==> config.mk <==
export PLATFORM = sky130hd
export DESIGN_NAME = program_feeder
export DESIGN_NICKNAME = d
export VERILOG_FILES = /design/src/rtl/program_feeder.sv
export SDC_FILE = /design/constraint.sdc
export NUM_CORES = 1
export LEC_CHECK = 0
export ABC_CLOCK_PERIOD_IN_PS = 4370
export CAP_MARGIN = 10
export CELL_PAD_IN_SITES_DETAIL_PLACEMENT = 1
export CELL_PAD_IN_SITES_GLOBAL_PLACEMENT = 1
export CORE_ASPECT_RATIO = 1.75
export CORE_MARGIN = 2
export CORE_UTILIZATION = 55
export DETAILED_ROUTE_END_ITERATION = 8
export DONT_BUFFER_PORTS = 1
export PLACE_DENSITY_LB_ADDON = 0.1
export SYNTH_ARGS = -nofsm -noshare
export SYNTH_HDL_FRONTEND = slang
export SYNTH_SLANG_ARGS = --single-unit
==> constraint.sdc <==
create_clock -name clock -period 4.37 [get_ports clock]
set_input_delay 0.437 -clock clock [delete_from_list [all_inputs] [get_ports clock]]
set_output_delay 0.437 -clock clock [all_outputs]
set_load 0.01 [all_outputs]
==> src/rtl/program_feeder.sv <==
// Host-side feeder for the 8-bit common-bus CPU: loads a small program RAM, serves
// instructions at the CPU's PC and emits a trace record for each PC change.
module program_feeder #(
    parameter int DEPTH      = 64,
    parameter int MAX_CYCLES = 1024
) (
    input  logic        clock,
    input  logic        reset,
    input  logic        load_valid,
    input  logic [13:0] load_data,
    input  logic        load_last,
    output logic        load_ready,
    input  logic        run_start,
    output logic [13:0] cpu_instruction,
    output logic        cpu_out_sel,
    input  logic [7:0]  cpu_value,
    output logic        trace_valid,
    output logic [7:0]  trace_pc,
    output logic [7:0]  trace_reg,
    output logic        busy,
    output logic        done,
    output logic        timeout
);

    localparam int AW = (DEPTH > 1) ? $clog2(DEPTH) : 1;
    localparam int LW = $clog2(DEPTH + 1);
    localparam int CW = $clog2(MAX_CYCLES + 1);

    typedef enum logic [2:0] {S_IDLE, S_LOAD, S_RUN_PC, S_RUN_REG, S_DONE} state_t;

    state_t      state_q, state_d;
    logic [LW-1:0] ptr_q, ptr_d, len_q, len_d;
    logic [CW-1:0] cnt_q, cnt_d;
    logic [7:0]  last_pc_q, last_pc_d;
    logic [7:0]  trace_pc_q, trace_pc_d;
    logic [7:0]  trace_reg_q, trace_reg_d;
    logic [13:0] instr_q, instr_d;
    logic        trace_valid_q, trace_valid_d;
    logic        done_q, done_d;
    logic        timeout_q, timeout_d;
    logic        drop_q, drop_d;

    logic          we;
    logic [AW-1:0] waddr;
    logic [13:0]   mem [DEPTH];
    logic [5:0]    idx;
    logic          in_prog;
    logic          budget_out;

    assign idx        = cpu_value[7:2];
    assign in_prog    = (32'(idx) < 32'(len_q));
    assign budget_out = (cnt_q == CW'(MAX_CYCLES - 1));

    always_ff @(posedge clock) begin
        if (we) begin
            mem[waddr] <= load_data;
        end
    end

    always_comb begin
        state_d       = state_q;
        ptr_d         = ptr_q;
        len_d         = len_q;
        cnt_d         = cnt_q;
        last_pc_d     = last_pc_q;
        trace_pc_d    = trace_pc_q;
        trace_reg_d   = trace_reg_q;
        instr_d       = 14'd0;
        trace_valid_d = 1'b0;
        done_d        = done_q;
        timeout_d     = timeout_q;
        drop_d        = drop_q;
        we            = 1'b0;
        waddr         = ptr_q[AW-1:0];

        case (state_q)
            S_IDLE, S_DONE: begin
                if (load_valid) begin
                    // After an overflowing load, the rest of that stream is swallowed up to its last word.
                    if (drop_q) begin
                        if (load_last) begin
                            drop_d = 1'b0;
                        end
                    end else begin
                        we        = 1'b1;
                        waddr     = '0;
                        ptr_d     = LW'(1);
                        len_d     = load_last ? LW'(1) : '0;
                        done_d    = 1'b0;
                        timeout_d = 1'b0;
                        state_d   = load_last ? S_IDLE : S_LOAD;
                    end
                end else if (run_start) begin
                    if (len_q == '0) begin
                        done_d  = 1'b1;
                        state_d = S_DONE;
                    end else begin
                        cnt_d     = '0;
                        last_pc_d = 8'd0;
                        state_d   = S_RUN_PC;
                    end
                end
            end
            S_LOAD: begin
                if (load_valid) begin
                    we    = 1'b1;
                    ptr_d = ptr_q + LW'(1);
                    if (load_last || (ptr_q == LW'(DEPTH - 1))) begin
                        len_d   = ptr_q + LW'(1);
                        drop_d  = !load_last;
                        state_d = S_IDLE;
                    end
                end
            end
            S_RUN_PC: begin
                if (budget_out) begin
                    timeout_d = 1'b1;
                    state_d   = S_DONE;
                end else begin
                    cnt_d = cnt_q + CW'(1);
                    if (!in_prog) begin
                        done_d  = 1'b1;
                        state_d = S_DONE;
                    end else begin
                        instr_d = mem[idx[AW-1:0]];
                        if (cpu_value != last_pc_q) begin
                            trace_pc_d = last_pc_q;
                            last_pc_d  = cpu_value;
                            state_d    = S_RUN_REG;
                        end
                    end
                end
            end
            S_RUN_REG: begin
                if (budget_out) begin
                    timeout_d = 1'b1;
                    state_d   = S_DONE;
                end else begin
                    cnt_d         = cnt_q + CW'(1);
                    instr_d       = instr_q;
                    trace_reg_d   = cpu_value;
                    trace_valid_d = 1'b1;
                    state_d       = S_RUN_PC;
                end
            end
            default: state_d = S_IDLE;
        endcase
    end

    always_ff @(posedge clock) begin
        if (reset) begin
            state_q       <= S_IDLE;
            ptr_q         <= '0;
            len_q         <= '0;
            cnt_q         <= '0;
            last_pc_q     <= 8'd0;
            trace_pc_q    <= 8'd0;
            trace_reg_q   <= 8'd0;
            instr_q       <= 14'd0;
            trace_valid_q <= 1'b0;
            done_q        <= 1'b0;
            timeout_q     <= 1'b0;
            drop_q        <= 1'b0;
        end else begin
            state_q       <= state_d;
            ptr_q         <= ptr_d;
            len_q         <= len_d;
            cnt_q         <= cnt_d;
            last_pc_q     <= last_pc_d;
            trace_pc_q    <= trace_pc_d;
            trace_reg_q   <= trace_reg_d;
            instr_q       <= instr_d;
            trace_valid_q <= trace_valid_d;
            done_q        <= done_d;
            timeout_q     <= timeout_d;
            drop_q        <= drop_d;
        end
    end

    assign load_ready      = !reset && (state_q inside {S_IDLE, S_LOAD, S_DONE});
    assign busy            = (state_q inside {S_LOAD, S_RUN_PC, S_RUN_REG});
    assign cpu_out_sel     = (state_q == S_RUN_REG);
    assign cpu_instruction = instr_q;
    assign trace_valid     = trace_valid_q;
    assign trace_pc        = trace_pc_q;
    assign trace_reg       = trace_reg_q;
    assign done            = done_q;
    assign timeout         = timeout_q;

endmodule

==> out/summary.txt, run 1 <==
Vias per Instance - 6.368
number of antenna-violating nets in the routed design - 0
highest routed layer - met4
Setup violations, final - 0
M1 WL - 34200 µm
max-slew violation total from the final report - 0
Worst-Margin Slew - 1.288 ns
Post-Synth Simple-Gate Area - 0.04618
Syn Std Cell Area - 37690 µm²
IO buf count - 0
Net Sw Frac - 0.2062
Max Fclk - 0.3238 GHz
worst skew pair latency - 0.65 ns
share of post-route cells with drive strength above 1 - 0.2461
n_diodes - 0
startpoint types - flip-flop
DRT iter0 DRCs - 1387
area delta synth->final - 12.01%
Switch Pwr - 3848 µW
Synth Net Count - 1909
post-CTS sizing - 0
Hold Vio Cnt, Final - 0
total track usage - 0.2689
Final Core Density - 0.6193
CTS tree - yes
grt total ovfl - 0
Critical R2R Capture - mem[9][13]
post-route minimum period - 3.088 ns
asr flop ratio synth - 0
Yosys warning count - 0
skew final - 0.01857 ns
final wirelength - 92180 µm
placed cell area - 38930 µm²
Arr. time, crit path - 3.42 ns
vias - 18670
worst reg2reg path startpoint - state_q[0]
Max-Cap Viols - 0
Post-Layout Inst Area - 42220 µm²
Clock power frac - 0.409
adder-cell share of the synthesized area - 0.002324
Peak supply drop - 0.3648 mV
Final nets - 1991
Worst-path clk slew - 0.07 ns
WL met3 - 5232 µm
syn_area_per_cell - 20.10 µm²
first-pass GRT wire length - 137300 µm
clock root cell - clkbuf_16
main combinational cell family by area after synthesis - multiplexers
Final Total Pwr - 18660 µW
Synth Area in Compound Gates - 0.02115
critical path endpoint category - flip-flop
Hold Path Cell Cnt - 2
R2R Setup Slk - 1.28 ns
Post-synth EDFFs - 896
gpl congestion - 0.8588
core area - 68170 µm²
Wirelength per Cell - 31.45 µm
kind of critical path - reg -> reg
Largest register FFs - 896
Die Wd - 201.9 µm
Post-synth top flop - edfxtp_1
combinational power share - 0.046
XOR/XNOR share of the synthesized area - 0.003950
cell count after synthesis - 1875
IO Pins - 63
Yosys cell types - 58
Rows - 127
sequential share of the synthesized area - 0.7511
HP Start - load_last
status - complete, no violations
setup_tns - 0 ns
initial antenna violation count - 1
Die Y - 350.3 µm
post-synthesis mux area share - 0.1607
crit-path max FO - 23
commonest non-fill, non-tap cells in the layout - 896 x edfxtp_1, 239 x mux4_2, 106 x nor2_1, 88 x clkbuf_16, 87 x nand3_1
H-tree level count - 3
CTS buffer count - 85
unrepaired setup endpoints after global routing - no
WHS Endpoint - len_q[0]
Post-DP HPWL - 56960 µm
Worst Reg-to-Reg Cells - 7
DRC errors left - 0
Die Area - 70720 µm²
# clock sinks - 966
CTS Buffer Depth - 3
Largest Register - mem
vias in the first global route - 19990
crit path launch - state_q[0]
largest net degree at the start of global routing - 241
met2 routed WL - 49210 µm
final worst-path cycle share - 0.7067
P_leak - 0.01330 µW
FILL cells - 5615
sequential cell fraction of total power - 0.544
Slew HR - 0.1397
Initial Utilization - 0.5529
commonest non-fill, non-tap cell in the layout - edfxtp_1
worst min-delay path class - in -> reg
setup bufs post-CTS - 0
Critical Path RT - 4.70 ns
Detailed Routing Iterations Pass 1 - 5
Int Pwr - 14810 µW
pwr dens - 442.0 nW/µm²
flops & latches, synth - 966
-- logic make-up (layout without fill, tap and decap cells) --
kind of cell               Yosys count  in the layout
muxes                              303            303
xor gates and xnor gates            17             17
AOI/OAI and AO/OA                  115            115
buffers and inverters              113            266
and+or+nand+nor                    354            354
adders and majority gates            7              7
DFF                                966            966
-- per-layer routing --
layer  GRT usage  vias to the layer above
met1      0.3325                    10060
met2      0.4728                      576
met4      0.1070                        0
met5           0                        -
met3     0.04700                      152
li1            -                     7873
-- power groups by stage --
stage	Combinational (µW)	Clock, µW	Sequential (µW)
finish	867	7640	10200
global placement	655	0	10400
floorplan	582	0	10300
detailed placement	667	0	10400
global route	911	8070	10200
CTS	870	7780	10200
-- cells in the mapped netlist (all sizes together), types with 23 or more instances --
master,number,area [µm²]
nor2,106,397.9
nand2,60,225.2
clkbuf,44,168.9
mux4,239,5383
dfxtp,70,1401
nand3,87,435.4
nand4,23,143.9
mux2i,38,380.4
a22oi,28,210.2
buf,57,339.1
a21oi,35,178.9
mux2,26,292.8
edfxtp,896,26910
-- worst max path at each step --
| stage | cells past startpoint | slack (ns) | endpoint |
|---|---|---|---|
| 5_1_grt | 7 | 1.17 | mem[9][0] |
| 6_report | 7 | 1.28 | mem[9][13] |
| 2_1_floorplan | 4 | 1.66 | mem[39][0] |
| 3_5_place_dp | 7 | 1.36 | mem[9][7] |
| 3_3_place_gp | 7 | 1.54 | mem[9][7] |
| 4_1_cts | 7 | 1.37 | mem[9][0] |
-- through the flow --
stage / std cells / hold WS [ns] / worst slack (ns)
6_report: 2931 / 0.05374 / 1.282
5_1_grt: 2931 / 0.07451 / 1.165
4_1_cts: 2930 / 0.01022 / 1.372
3_5_place_dp: 2750 / 0.4877 / 1.356
3_3_place_gp: 2749 / 0.4686 / 1.536
2_1_floorplan: 1875 / 0.4586 / 1.660
-- layout make-up --
cell class | instances | area [µm²] | share of cell area
clock inverters | 53 | 526.8 | 0.01248
inverters | 12 | 45.04 | 0.001067
well taps | 903 | 1130 | 0.02676
flip-flops and latches | 966 | 28310 | 0.6705
clock buffers | 105 | 2276 | 0.05391
multi-input cells | 796 | 8889 | 0.2106
repair buffers | 96 | 1042 | 0.02469
-- critical path, stage by stage, from the launching register on --
cell and delay, ns:
dfxtp_1 0.31, buf_4 0.25, nand2b_1 0.18, nor3b_2 0.61, nand2b_1 0.43, nand2b_1 0.38, nor2_1 0.33, buf_4 0.28
-- what timing repair did --
item	4_1_cts	5_1_grt
hold buffers	22	0
endpoints found under the setup margin	0	0
endpoints found under the hold margin	945	0
Note: power is estimated with default switching activity, not from simulation.
==> inputs of run 2 (changes only) <==
- ABC_CLOCK_PERIOD_IN_PS: 4370 -> 3100
- clock period: 4.37 -> 3.1 ns (I/O delays scaled with it)
==> out/summary.txt, run 2 (synthesis results as in run 1) <==
Wirelength per Cell - 31.50 µm
CP cell instances - nand2b_1 -> nor2_2 -> buf_4 -> nand2_1 -> nand2_1 -> a21oi_1 -> dlygate4sd3_1
share of post-route cells with drive strength above 1 - 0.2539
placed cell area - 39060 µm²
Arr. time, crit path - 3.31 ns
area delta synth->final - 12.64%
pwr dens - 622.1 nW/µm²
Final nets - 2011
largest net degree at the start of global routing - 241
startpoint types - flip-flop
Hold Vio Cnt, Final - 0
Max Fclk - 0.3598 GHz
kind of critical path - reg -> reg
Worst-Margin Slew - 1.190 ns
H-tree level count - 3
vias - 18710
max-slew violation total from the final report - 0
Post-DP HPWL - 56080 µm
Die Area - 70720 µm²
total track usage - 0.2715
CTS tree - yes
grt total ovfl - 0
CP max-delay cell - dfxtp_1
final worst-path cycle share - 0.8965
P_leak - 0.01340 µW
number of antenna-violating nets in the routed design - 0
Rows - 127
initial antenna violation count - 0
combinational power share - 0.048
final wirelength - 92950 µm
setup_tns - 0 ns
Slew HR - 0.2050
setup bufs post-CTS - 0
# clock sinks - 966
n_diodes - 0
Setup violations, final - 0
CP most frequent cell - nand2_1
Peak supply drop - 0.5667 mV
core area - 68170 µm²
Max-Cap Viols - 0
CTS Buffer Depth - 3
critical path endpoint category - flip-flop
Vias per Instance - 6.340
Clock power frac - 0.410
Die Wd - 201.9 µm
crit-path max FO - 13
FILL cells - 5623
Switch Pwr - 5458 µW
first-pass GRT wire length - 137700 µm
Critical Path RT - 3.63 ns
Post-Layout Inst Area - 42460 µm²
worst min-delay path class - in -> reg
Largest Register - mem
sequential cell fraction of total power - 0.542
Int Pwr - 20950 µW
Largest register FFs - 896
vias in the first global route - 20140
status - complete, no violations
IO Pins - 63
worst skew pair latency - 0.65 ns
Die Y - 350.3 µm
Net Sw Frac - 0.2067
IO buf count - 0
post-route minimum period - 2.779 ns
skew final - 0.02361 ns
CTS buffer count - 86
DRC errors left - 0
unrepaired setup endpoints after global routing - no
Initial Utilization - 0.5529
DRT iter0 DRCs - 1558
gpl congestion - 0.8580
commonest non-fill, non-tap cell in the layout - edfxtp_1
crit-path max cell delay - 0.62 ns
Detailed Routing Iterations Pass 1 - 6
commonest non-fill, non-tap cells in the layout - 896 x edfxtp_1, 239 x mux4_2, 105 x nor2_1, 88 x clkbuf_16, 87 x nand3_1
Worst-path clk slew - 0.07 ns
Final Core Density - 0.6228
clock root cell - clkbuf_16
run 2: cell count changes in the layout (fill, tap and decap cells not counted), moves of 3 or more:
cell,before,now
buf_12,1,4
buf_4,72,84
clkbuf_8,1,6
clkinv_1,18,13
clkinv_2,18,13
clkinvlp_4,0,6
dlygate4sd3_1,7,13
run 2: routing by layer:
layer  vias up  part of all wire  track usage
li1       7917                 -            -
met1     10050              0.37       0.3266
met2       579              0.54       0.4838
met3       169             0.057      0.05090
met4         0             0.041       0.1095
met5         -                 0            0
run 2: layout make-up:
class | instances | area, µm² | area share
Tap cell | 903 | 1130 | 0.02661
Timing Repair Buffer | 115 | 1226 | 0.02888
Inverter | 12 | 45.04 | 0.001061
Clock buffer | 109 | 2341 | 0.05514
Multi-Input combinational cell | 796 | 8891 | 0.2094
Clock inverter | 50 | 515.5 | 0.01214
Sequential cell | 966 | 28310 | 0.6667
run 2: repair_timing:
action                                  in CTS  in global routing
endpoints found under the setup margin       0                  1
resized for setup                            0                  1
endpoints found under the hold margin      949                  0
hold buffers                                28                  0
run 2: worst paths after layout:
| kind | from | endpoint | slack, ns | cells past startpoint |
|---|---|---|---|---|
| hold / removal | load_data[11] | mem[16][11] | 0.04 | 1 |
| setup reg to reg | state_q[1] | trace_reg[4] | 0.32 | 7 |
| setup / recovery | state_q[1] | trace_reg[4] | 0.32 | 7 |
| hold reg to reg | last_pc_q[3] | last_pc_q[3] | 0.49 | 2 |
run 2: critical path, delay by kind of cell, from the launching register on:
kind            cells  cell delay (ns)
buf+inv             2             0.80
compound gates      1             0.07
flops               1             0.62
simple gates        4             1.15
run 2: power by group through the flow:
| stage | logic (µW) | registers, µW | clock network (µW) |
|---|---|---|---|
| 5_1_grt | 1310 | 14300 | 11400 |
| 3_5_place_dp | 956 | 14600 | 0 |
| 2_1_floorplan | 820 | 14600 | 0 |
| 3_3_place_gp | 939 | 14600 | 0 |
| 6_report | 1260 | 14300 | 10800 |
| 4_1_cts | 1260 | 14300 | 11000 |
run 2: through the flow:
stage                     power [µW]  hold WS (ns)  instances  worst slack [ns]
after CTS                      26610       0.02333       2951            0.2634
after global placement         15530        0.3866       2764            0.5549
after floorplan                15410        0.4089       1875            0.3902
after detailed placement       15560        0.3873       2764            0.4306
final                          26410       0.04275       2951            0.3207
after global routing           27070       0.03011       2951            0.1081
